`config.mk`:
```
export PLATFORM = sky130hd
export DESIGN_NAME = alu_sequencer_flat
export DESIGN_NICKNAME = d
export VERILOG_FILES = /design/src/rtl/alu_sequencer_if.sv /design/src/rtl/alu_sequencer.sv /design/src/flat_wrapper.sv
export SDC_FILE = /design/constraint.sdc
export NUM_CORES = 1
export LEC_CHECK = 0
export ABC_CLOCK_PERIOD_IN_PS = 2240
export BUFFER_PORTS_ARGS = -buffer_cell sky130_fd_sc_hd__buf_4
export CAP_MARGIN = 20
export CORE_ASPECT_RATIO = 1.4
export CORE_MARGIN = 1.5
export CORE_UTILIZATION = 40
export CTS_CLUSTER_DIAMETER = 100
export DETAILED_ROUTE_END_ITERATION = 8
export SLEW_MARGIN = 20
export SYNTH_ARGS = -nofsm -noshare
export SYNTH_HDL_FRONTEND = slang
export SYNTH_SLANG_ARGS = --single-unit
```
`constraint.sdc`:
```
create_clock -name clock -period 2.24 [get_ports clock]
set_input_delay 0.448 -clock clock [delete_from_list [all_inputs] [get_ports clock]]
set_output_delay 0.448 -clock clock [all_outputs]
set_load 0.005 [all_outputs]
```
`src/rtl/alu_sequencer_if.sv`:
```
// Request/response handshake bundle between issue logic and alu_sequencer.
// master = issuer side, slave = sequencer side.
interface alu_sequencer_if #(
   parameter int WIDTH = 64
);
   logic             req_valid;
   logic             req_ready;
   logic [2:0]       req_op;
   logic [WIDTH-1:0] req_a;
   logic [WIDTH-1:0] req_b;
   logic             resp_valid;
   logic             resp_ready;
   logic [WIDTH-1:0] resp_data;
   logic [3:0]       resp_flags;

   modport master (
      output req_valid, req_op, req_a, req_b, resp_ready,
      input  req_ready, resp_valid, resp_data, resp_flags
   );

   modport slave (
      input  req_valid, req_op, req_a, req_b, resp_ready,
      output req_ready, resp_valid, resp_data, resp_flags
   );
endinterface

```
`src/rtl/alu_sequencer.sv`:
```
// Multi-cycle initiator for the LEGv8 ALU: maps opcodes to FS/C0 and
// builds MUL from 64 sequenced ALU ADD cycles (shift-and-add).
module alu_sequencer #(
   parameter int WIDTH = 64
) (
   input  logic             clock,
   input  logic             reset,
   alu_sequencer_if.slave   bus,
   output logic [WIDTH-1:0] alu_A,
   output logic [WIDTH-1:0] alu_B,
   output logic [4:0]       alu_FS,
   output logic             alu_C0,
   input  logic [WIDTH-1:0] alu_F,
   input  logic [3:0]       alu_status
);
   localparam logic [1:0] S_IDLE = 2'd0;
   localparam logic [1:0] S_EXEC = 2'd1;
   localparam logic [1:0] S_MUL  = 2'd2;
   localparam logic [1:0] S_DONE = 2'd3;

   localparam logic [2:0] OP_ADD = 3'b000;
   localparam logic [2:0] OP_SUB = 3'b001;
   localparam logic [2:0] OP_AND = 3'b010;
   localparam logic [2:0] OP_ORR = 3'b011;
   localparam logic [2:0] OP_EOR = 3'b100;
   localparam logic [2:0] OP_LSL = 3'b101;
   localparam logic [2:0] OP_LSR = 3'b110;
   localparam logic [2:0] OP_MUL = 3'b111;

   localparam int CW = $clog2(WIDTH);

   logic [1:0]       state_q, state_d;
   logic [2:0]       op_q, op_d;
   logic [WIDTH-1:0] a_q, a_d;
   logic [WIDTH-1:0] b_q, b_d;
   logic [WIDTH-1:0] acc_q, acc_d;
   logic [CW-1:0]    count_q, count_d;
   logic             valid_q, valid_d;
   logic [WIDTH-1:0] data_q, data_d;
   logic [3:0]       flags_q, flags_d;

   logic [5:0]       fs_c0;
   logic [WIDTH-1:0] acc_nxt;

   always_comb begin
      fs_c0 = 6'b000000;
      case (op_q)
         OP_ADD:  fs_c0 = {5'b01000, 1'b0};
         OP_SUB:  fs_c0 = {5'b01010, 1'b1};
         OP_AND:  fs_c0 = {5'b00000, 1'b0};
         OP_ORR:  fs_c0 = {5'b00100, 1'b0};
         OP_EOR:  fs_c0 = {5'b01100, 1'b0};
         OP_LSL:  fs_c0 = {5'b10000, 1'b0};
         OP_LSR:  fs_c0 = {5'b10100, 1'b0};
         default: fs_c0 = 6'b000000;
      endcase
   end

   // ALU drive depends only on registered state, keeping alu_F out of this path
   always_comb begin
      alu_A  = '0;
      alu_B  = '0;
      alu_FS = 5'b00000;
      alu_C0 = 1'b0;
      if (state_q == S_EXEC) begin
         alu_A            = a_q;
         alu_B            = b_q;
         {alu_FS, alu_C0} = fs_c0;
      end else if (state_q == S_MUL) begin
         alu_A  = acc_q;
         alu_B  = a_q;
         alu_FS = 5'b01000;
      end
   end

   assign acc_nxt = b_q[0] ? alu_F : acc_q;

   always_comb begin
      state_d = state_q;
      op_d    = op_q;
      a_d     = a_q;
      b_d     = b_q;
      acc_d   = acc_q;
      count_d = count_q;
      valid_d = valid_q;
      data_d  = data_q;
      flags_d = flags_q;
      case (state_q)
         S_IDLE: begin
            if (bus.req_valid) begin
               op_d    = bus.req_op;
               a_d     = bus.req_a;
               b_d     = bus.req_b;
               acc_d   = '0;
               count_d = '0;
               state_d = (bus.req_op == OP_MUL) ? S_MUL : S_EXEC;
            end
         end
         S_EXEC: begin
            data_d = alu_F;
            if (op_q == OP_ADD || op_q == OP_SUB)
               flags_d = alu_status;
            else
               flags_d = {2'b00, alu_status[1:0]};
            valid_d = 1'b1;
            state_d = S_DONE;
         end
         S_MUL: begin
            acc_d   = acc_nxt;
            a_d     = a_q << 1;
            b_d     = b_q >> 1;
            count_d = count_q + 1'b1;
            if (count_q == CW'(WIDTH - 1)) begin
               data_d  = acc_nxt;
               flags_d = {2'b00, acc_nxt[WIDTH-1], acc_nxt == '0};
               valid_d = 1'b1;
               state_d = S_DONE;
            end
         end
         S_DONE: begin
            if (bus.resp_ready) begin
               valid_d = 1'b0;
               state_d = S_IDLE;
            end
         end
         default: state_d = S_IDLE;
      endcase
   end

   always_ff @(posedge clock) begin
      if (reset) begin
         state_q <= S_IDLE;
         op_q    <= '0;
         a_q     <= '0;
         b_q     <= '0;
         acc_q   <= '0;
         count_q <= '0;
         valid_q <= 1'b0;
         data_q  <= '0;
         flags_q <= '0;
      end else begin
         state_q <= state_d;
         op_q    <= op_d;
         a_q     <= a_d;
         b_q     <= b_d;
         acc_q   <= acc_d;
         count_q <= count_d;
         valid_q <= valid_d;
         data_q  <= data_d;
         flags_q <= flags_d;
      end
   end

   assign bus.req_ready  = (state_q == S_IDLE);
   assign bus.resp_valid = valid_q;
   assign bus.resp_data  = data_q;
   assign bus.resp_flags = flags_q;
endmodule

```
`src/flat_wrapper.sv`:
```
// flat-port wrapper written by rule: the top's interface ports become plain ports
module alu_sequencer_flat 
#(
   parameter int WIDTH = 64
)
  (clock, reset, alu_A, alu_B, alu_FS, alu_C0, alu_F, alu_status, bus_req_valid, bus_req_op, bus_req_a, bus_req_b, bus_resp_ready, bus_req_ready, bus_resp_valid, bus_resp_data, bus_resp_flags);
  alu_sequencer_if #(.WIDTH(WIDTH)) bus_i ();
  input  logic clock;
  input  logic reset;
  output logic [WIDTH-1:0] alu_A;
  output logic [WIDTH-1:0] alu_B;
  output logic [4:0] alu_FS;
  output logic alu_C0;
  input  logic [WIDTH-1:0] alu_F;
  input  logic [3:0] alu_status;
  input wire logic [$bits(bus_i.req_valid)-1:0] bus_req_valid;
  input wire logic [$bits(bus_i.req_op)-1:0] bus_req_op;
  input wire logic [$bits(bus_i.req_a)-1:0] bus_req_a;
  input wire logic [$bits(bus_i.req_b)-1:0] bus_req_b;
  input wire logic [$bits(bus_i.resp_ready)-1:0] bus_resp_ready;
  output wire logic [$bits(bus_i.req_ready)-1:0] bus_req_ready;
  output wire logic [$bits(bus_i.resp_valid)-1:0] bus_resp_valid;
  output wire logic [$bits(bus_i.resp_data)-1:0] bus_resp_data;
  output wire logic [$bits(bus_i.resp_flags)-1:0] bus_resp_flags;
  assign bus_i.req_valid = bus_req_valid;
  assign bus_i.req_op = bus_req_op;
  assign bus_i.req_a = bus_req_a;
  assign bus_i.req_b = bus_req_b;
  assign bus_i.resp_ready = bus_resp_ready;
  assign bus_req_ready = bus_i.req_ready;
  assign bus_resp_valid = bus_i.resp_valid;
  assign bus_resp_data = bus_i.resp_data;
  assign bus_resp_flags = bus_i.resp_flags;
  alu_sequencer #(.WIDTH(WIDTH)) u_core (.clock(clock), .reset(reset), .bus(bus_i), .alu_A(alu_A), .alu_B(alu_B), .alu_FS(alu_FS), .alu_C0(alu_C0), .alu_F(alu_F), .alu_status(alu_status));
endmodule
```
==> results.md, run 1 <==
* P per Cell Area at roughly 1200 nW/um^2
* Leak Pwr at slightly above 9 nW
* DP Area at ~17000 um^2
* Routed via count at between 10000 and 15000
* Peak supply drop at between 0.6 and 0.7 mV
* CTS root buf: clkbuf_16
* First-pass GRT wire length at around 76000 um
* Fin nets at 2293
* Antenna viol nets, final at 0
* TritonCTS buffer count at 27
* Via/cell ratio at 5.58
* Met2 usage at between 40 and 50%
* Syn_nets at roughly 1900
* Yosys warnings at 0
* Setup violators final at approximately 130
* # fillers at between 2000 and 3000
* Met1 Use GR at around two fifths
* Crit path capture: alu_A[19]
* Final hold vios at 0
* Crit. End Element: output pin
* Slowest CP cell: dfxtp_2
* CTS tree: built
* Routability congestion estimate at between 0.8 and 0.9
* Total power draw at around 24 mW
* Post-synthesis sequential area ratio at between 40% and 50%
* # IOs at 407
* Failing checks: setup timing
* Number of global-route vias before repair at 13000
* Reg2Reg Capture Point: u_core.a_q[42]$_SDFFE_PP0P_
* CP arrival at roughly 1.9 ns
* Synth Area per Inst at about 7.9 um^2
* Final Max Slew Viols at 0
* CP max stage delay at about 0.33 ns
* Stages on worst setup path at 7
* Area Overhead vs Synth at 56.4%
* Vert. Die Dim at about 220 um
* Relative slew slack at approximately 60%
* Num rows at approximately 80
* CTS H-Tree Depth at 1
* Most numerous cell in the Yosys netlist: nand2_1
* Crit start category: register
* Post-synth top area share at a little over two fifths
* Starting density of the core at around two fifths
* Outcome: complete, but fails checks
* Least-Margin Pin Slew at between 0.5 and 0.6 ns
* Share of layout cells above drive strength 1 at between 30% and 40%
* Internal reg-to-reg setup slack at approximately 0.13 ns
* Die width at roughly 160 um
* Area contributors post-synth: dfxtp_1, mux2i_1, nand2_1, nor2_1, a211oi_1
* Final Critical Period at between 2 and 2.5 ns
* Gr usage total at 28.9%
* Detailed router's first-iteration violation count at 952
* Number of flops mapped to enable cells by yosys at 0
* XOR/XNOR Fraction of Synth Area at 0.0670%
* Pre-Repair DR Iteration Count at 7
* Clock sink count at ~270
* Syn Inst Count at about 1700
* Initial antenna violation count at 2
* Max-cap violations at 0
* Unrepaired setup endpoints after global routing: true
* Core Region at between 30000 and 40000 um^2
* Worst-path cell chain: buf_6 > ha_4 > buf_6 > buf_12 > clkbuf_16 > o21ai_1 > buf_4
* Cell taking the most area after synthesis: dfxtp_1
* Global route hottest layer: met2
* #FFs+latches synth at 272
* Grt ovf at 0
* CTS Hold Buffers Added at 0
* Skew-Pair Late Insertion Delay at 0.56 ns
* Main combinational cell family by area after synthesis: compound AO/OA/AOI/OAI gates
* Die footprint at about 34000 um^2
* Largest net degree at the start of global routing at 80
* Dominant synthesized flop cell: dfxtp_1
* Req. time, crit path at approximately 1.8 ns
* Mapped cell area at 13100 um^2
* Post-synth ARST share at 0%
* Synth cell types at 43
* Met3 GRT Util at around 3.5%
* Hpwl dp at 35300 um
* DRC at 0
* Hold WC Path Type: in -> reg
* Worst path top cell family by delay: buffers and inverters
* Clock slew at reported path FFs at around 0.06 ns
* Wirelength per Cell at between 20 and 25 um
* Synth Area in Adders at less than 1%
* FF-to-FF Start: u_core.state_q[0]$_SDFFE_PP0P_
* Simple-Gate Fraction of Synth Area at just over 20%
* Post-synthesis compound-gate area fraction at between 20% and 30%
* Final worst slack at -0.136 ns
* Crit-path max FO at 7
* Fmax at approximately 0.42 GHz
* Worst r2r path cells at 9
* Fin area at 20500 um^2
* Final wirelength at around 54000 um
* Fin crit share at 106%
* Critical path's most frequent cell: buf_6
* Buffers on Ports at approximately 410
* Max clock buf depth at 3
* Mux cell area share after synthesis at roughly a tenth
* Commonest cells post-synth: nand2_1, dfxtp_1, nor2_1
* Critical Path Start: u_core.state_q[0]$_SDFFE_PP0P_
* WS Path Type: reg -> out
* Clk_skew at about 0.015 ns
* Worst path bufs/invs at 5
==> report_power, final <==
| group | switching, mW | internal [mW] | total [mW] |
|---|---|---|---|
| sequential | 1.50 | 6.36 | 7.86 |
| combinational | 6.01 | 5.79 | 11.8 |
| clock | 2.02 | 2.62 | 4.64 |
| total | 9.53 | 14.8 | 24.3 |
==> timing repair <==
item / 4_1_cts / 5_1_grt
setup endpoints to repair: 133 / 154
pin swaps: 19 / 55
cloned: 18 / 18
gates resized for setup: 328 / 203
buffers inserted: 26 / 29
==> worst reg2reg max path, stage by stage, from the launching register on <==
cell      delay (ns)
dfxtp_2         0.33
inv_2           0.07
buf_4           0.11
ha_2            0.28
nand2_1         0.14
o21ai_4         0.13
buf_12          0.27
buf_12          0.28
nor2_1          0.08
a311oi_1        0.32
==> placed cells by master (no fill, tap or decap), drive strengths merged, types with 2 or more instances in the layout <==
| master | Yosys | layout |
|---|---|---|
| clkinv | 0 | 5 |
| a22oi | 66 | 66 |
| nand3 | 10 | 10 |
| ha | 6 | 6 |
| mux2i | 130 | 130 |
| o211ai | 2 | 2 |
| nor2 | 272 | 272 |
| clkbuf | 98 | 57 |
| buf | 54 | 526 |
| diode | 0 | 2 |
| dfxtp | 272 | 272 |
| clkinvlp | 0 | 2 |
| nand2 | 346 | 346 |
| a311oi | 64 | 64 |
| nand2b | 2 | 2 |
| nor3 | 7 | 7 |
| inv | 5 | 5 |
| nand4 | 5 | 5 |
| o41ai | 2 | 2 |
| nor3b | 3 | 3 |
| nor4 | 27 | 27 |
| a21oi | 17 | 17 |
| o21ai | 135 | 135 |
| a211oi | 128 | 128 |
| nor4b | 3 | 3 |
==> registers in the layout, summed over array words and instances (netlist names) <==
name / count
u_core.bus.resp_flags: 4
u_core.bus.resp_data: 64
u_core.count_q: 6
u_core.op_q: 3
u_core.state_q: 2
u_core.bus.resp_valid: 1
u_core.a_q: 64
u_core.acc_q: 64
u_core.b_q: 64
==> worst min path at each step <==
stage | startpoint | to | slack [ns] | depth (start not counted)
detailed placement | u_core.bus.resp_flags[3]$_SDFFE_PP0P_ | u_core.bus.resp_flags[3]$_SDFFE_PP0P_ | 0.46 | 2
floorplan | u_core.bus.resp_flags[2]$_SDFFE_PP0P_ | u_core.bus.resp_flags[2]$_SDFFE_PP0P_ | 0.45 | 2
global route | alu_status[2] | u_core.bus.resp_flags[2]$_SDFFE_PP0P_ | 0.17 | 3
CTS | alu_status[3] | u_core.bus.resp_flags[3]$_SDFFE_PP0P_ | 0.14 | 3
finish | alu_status[3] | u_core.bus.resp_flags[3]$_SDFFE_PP0P_ | 0.16 | 3
global placement | u_core.bus.resp_flags[3]$_SDFFE_PP0P_ | u_core.bus.resp_flags[3]$_SDFFE_PP0P_ | 0.44 | 2
==> stage by stage <==
step / hold slack [ns] / TNS (ns) / setup WS (ns) / cells / util [%]
5_1_grt: 0.168 / -15.70 / -0.206 / 2546 / 63.3
4_1_cts: 0.145 / -10.28 / -0.129 / 2501 / 59.1
3_3_place_gp: 0.444 / 0 / 0.182 / 2408 / 51.9
3_5_place_dp: 0.456 / 0 / 0.0993 / 2408 / 51.9
6_report: 0.160 / -8.57 / -0.136 / 2546 / 63.3
2_1_floorplan: 0.448 / 0 / 0.163 / 1665 / -
==> final cells by class <==
class	instances	area, um^2	share of cell area, %
inverter	5	23.8	0.116
clock inverter	8	70.1	0.343
sequential	272	5450	26.7
tap	440	551	2.69
clock buffer	41	818	4.00
timing repair buffer	542	5350	26.2
multi-input combinational	1236	8180	40.0
antenna	2	5.00	0.0245
==> kinds of logic after synthesis <==
group / count (synthesis)
mux: 131
other cells: 1
flops: 272
compound gates: 417
xor+xnor: 1
buf+inv: 157
fa+ha+maj: 6
simple gates: 680
==> routing by layer <==
| layer | wire length (um) | share of wire (%) |
|---|---|---|
| met4 | 2460 | 4.6 |
| met3 | 3520 | 6.5 |
| met5 | 0 | 0 |
| met2 | 25300 | 47 |
| met1 | 22400 | 42 |
(Power assumes the default switching activity.)
==> run 2: changes to the inputs <==
--- a/config.mk
+++ b/config.mk
@@ -14,4 +14,6 @@
 export CTS_CLUSTER_DIAMETER = 100
 export DETAILED_ROUTE_END_ITERATION = 8
+export REMOVE_ABC_BUFFERS = 1
+export SKIP_CTS_REPAIR_TIMING = 1
 export SLEW_MARGIN = 20
 export SYNTH_ARGS = -nofsm -noshare
==> constraint.sdc (replaced) <==
create_clock -name clock -period 2.24 [get_ports clock]
set_input_delay 0.448 -clock clock [delete_from_list [all_inputs] [get_ports clock]]
set_output_delay 0.448 -clock clock [all_outputs]
set_load 0.05 [all_outputs]
==> run 2 against run 1 <==
Effect of this change:
- the flow still finishes with violations (setup timing)
- largest cell class unchanged
- clock skew fell by 0.0016 ns
- non-clock buffer count fell by 25
- cell count fell by 0.82%
- worst hold slack improved by 0.017 ns
- critical path depth fell by 1
- critical endpoint is now alu_A[38]
- clock power barely moved
- utilization fell by 4.0 points
- via count fell by 2.5%
- register-to-register slack got worse by 0.04 ns
- count of clock-buffer cells in the layout rose by 7
- global-route usage fell by 2.5 points
==> results.md, run 2 (synthesis gave the netlist of run 1 again) <==
* Outcome: complete, but fails checks
* Failing checks: setup timing
* Antenna viol nets, final at 0
* DRC at 0
* Hold_ws at roughly 0.18 ns
* Max-cap violations at 0
* Share of layout cells above drive strength 1 at 31.3%
* Via/cell ratio at ~5.5
* Clock slew at reported path FFs at roughly 0.06 ns
* Worst-path cell chain: buf_4 > ha_4 > buf_4 > clkbuf_16 > o21ai_0 > buf_4
* WS Path Type: reg -> out
* CP arrival at 2.08 ns
* Total power draw at approximately 26 mW
* Pre-Repair DR Iteration Count at 6
* Die width at about 160 um
* Worst path bufs/invs at 4
* Crit start category: register
* Unrepaired setup endpoints after global routing: true
* Worst path top cell family by delay: buffers and inverters
* Wirelength per Cell at roughly 20 um
* Critical path's most frequent cell: buf_4
* Fin crit share at 113%
* Largest net degree at the start of global routing at 73
* Core Region at ~32000 um^2
* P per Cell Area at about 1400 nW/um^2
* Fin nets at about 2300
* Starting density of the core at 40.5%
* Buffers on Ports at about 410
* # fillers at approximately 2900
* Slowest CP cell: dfxtp_2
* First-pass GRT wire length at between 70000 and 80000 um
* Num rows at 78
* Crit-path max FO at 12
* Routability congestion estimate at 0.883
* # IOs at 407
* Setup violators final at between 100 and 150
* Vert. Die Dim at about 220 um
* Commonest cells after routing, fill and taps aside: buf_4, nand2_1, nor2_1
* Number of global-route vias before repair at 12800
* Skew-Pair Late Insertion Delay at 0.54 ns
* CTS H-Tree Depth at 1
* Clk_skew at 0.0130 ns
* Leak Pwr at roughly 8.0 nW
* Final Core Density at 59.3%
* Least-Margin Pin Slew at between 0.6 and 0.7 ns
* Req. time, crit path at 1.79 ns
* TritonCTS buffer count at 29
* Hpwl dp at approximately 34000 um
* Final worst slack at -0.287 ns
* Die footprint at approximately 34000 um^2
* Crit. End Element: output pin
* Max clock buf depth at 3
* CTS tree: built
* Relative slew slack at 53.2%
* Grt ovf at 0
* Most common cell after layout, fill and taps aside: buf_4
* Gr usage total at about a quarter
* Initial antenna violation count at 3
* Peak supply drop at just over 0.8 mV
* CTS root buf: clkbuf_16
* Routed via count at roughly 14000
* Final wirelength at between 50000 and 60000 um
* CP max stage delay at approximately 0.32 ns
* Final Critical Period at 2.53 ns
* Final hold vios at 0
* Final Max Slew Viols at 0
* Hold WC Path Type: in -> reg
* Setup WS pre-CTS at 0.0670 ns
* Area Overhead vs Synth at 46.5%
* Detailed router's first-iteration violation count at 907
* Setup_tns at -23.02 ns
* Clock sink count at 272
* Fmax at 0.396 GHz
-- run 2: power breakdown --
group          switching, mW  internal, mW  leakage, nW
registers               1.19          6.36         2.23
clock network           1.98          2.67        0.450
logic                   8.88          5.06         5.36
-- run 2: routing by layer --
| layer | vias to the layer above | wire length (um) | global-route usage, % |
|---|---|---|---|
| met5 | - | 0 | 0 |
| met4 | 0 | 2440 | 11.3 |
| met3 | 113 | 2920 | 4.38 |
| met2 | 477 | 25300 | 46.4 |
| met1 | 6537 | 19700 | 31.3 |
| li1 | 6725 | - | - |
-- run 2: final cells by class --
type	count	area, um^2	share of cell area (%)
Multi-Input combinational cell	1236	7350	38.4
Sequential cell	272	5450	28.4
Timing Repair Buffer	517	4860	25.4
Clock buffer	48	887	4.63
Tap cell	440	551	2.87
Inverter	5	23.8	0.124
Clock inverter	4	20.0	0.105
Antenna cell	3	7.51	0.0392
-- run 2: worst paths after layout --
check	from	to	slack, ns	cells past startpoint
min	alu_F[2]	u_core.acc_q[2]$_SDFFE_PP0P_	0.18	3
max reg2reg	u_core.state_q[0]$_SDFFE_PP0P_	u_core.a_q[16]$_SDFFE_PP0P_	0.09	10
max	u_core.state_q[0]$_SDFFE_PP0P_	alu_A[38]	-0.29	6
min reg2reg	u_core.bus.resp_flags[2]$_SDFFE_PP0P_	u_core.bus.resp_flags[2]$_SDFFE_PP0P_	0.46	2
-- run 2: stage by stage --
| stage | cell area (um^2) | cells |
|---|---|---|
| 3_5_place_dp | 16900 | 2429 |
| 5_1_grt | 19200 | 2525 |
| 4_1_cts | 17800 | 2481 |
| 3_3_place_gp | 16900 | 2429 |
| 6_report | 19200 | 2525 |
| 2_1_floorplan | 12400 | 1513 |
-- run 2: tightest hold or removal path: stages --
cell	delay, ns
buf_4	0.09
a22oi_1	0.07
nor2_1	0.07
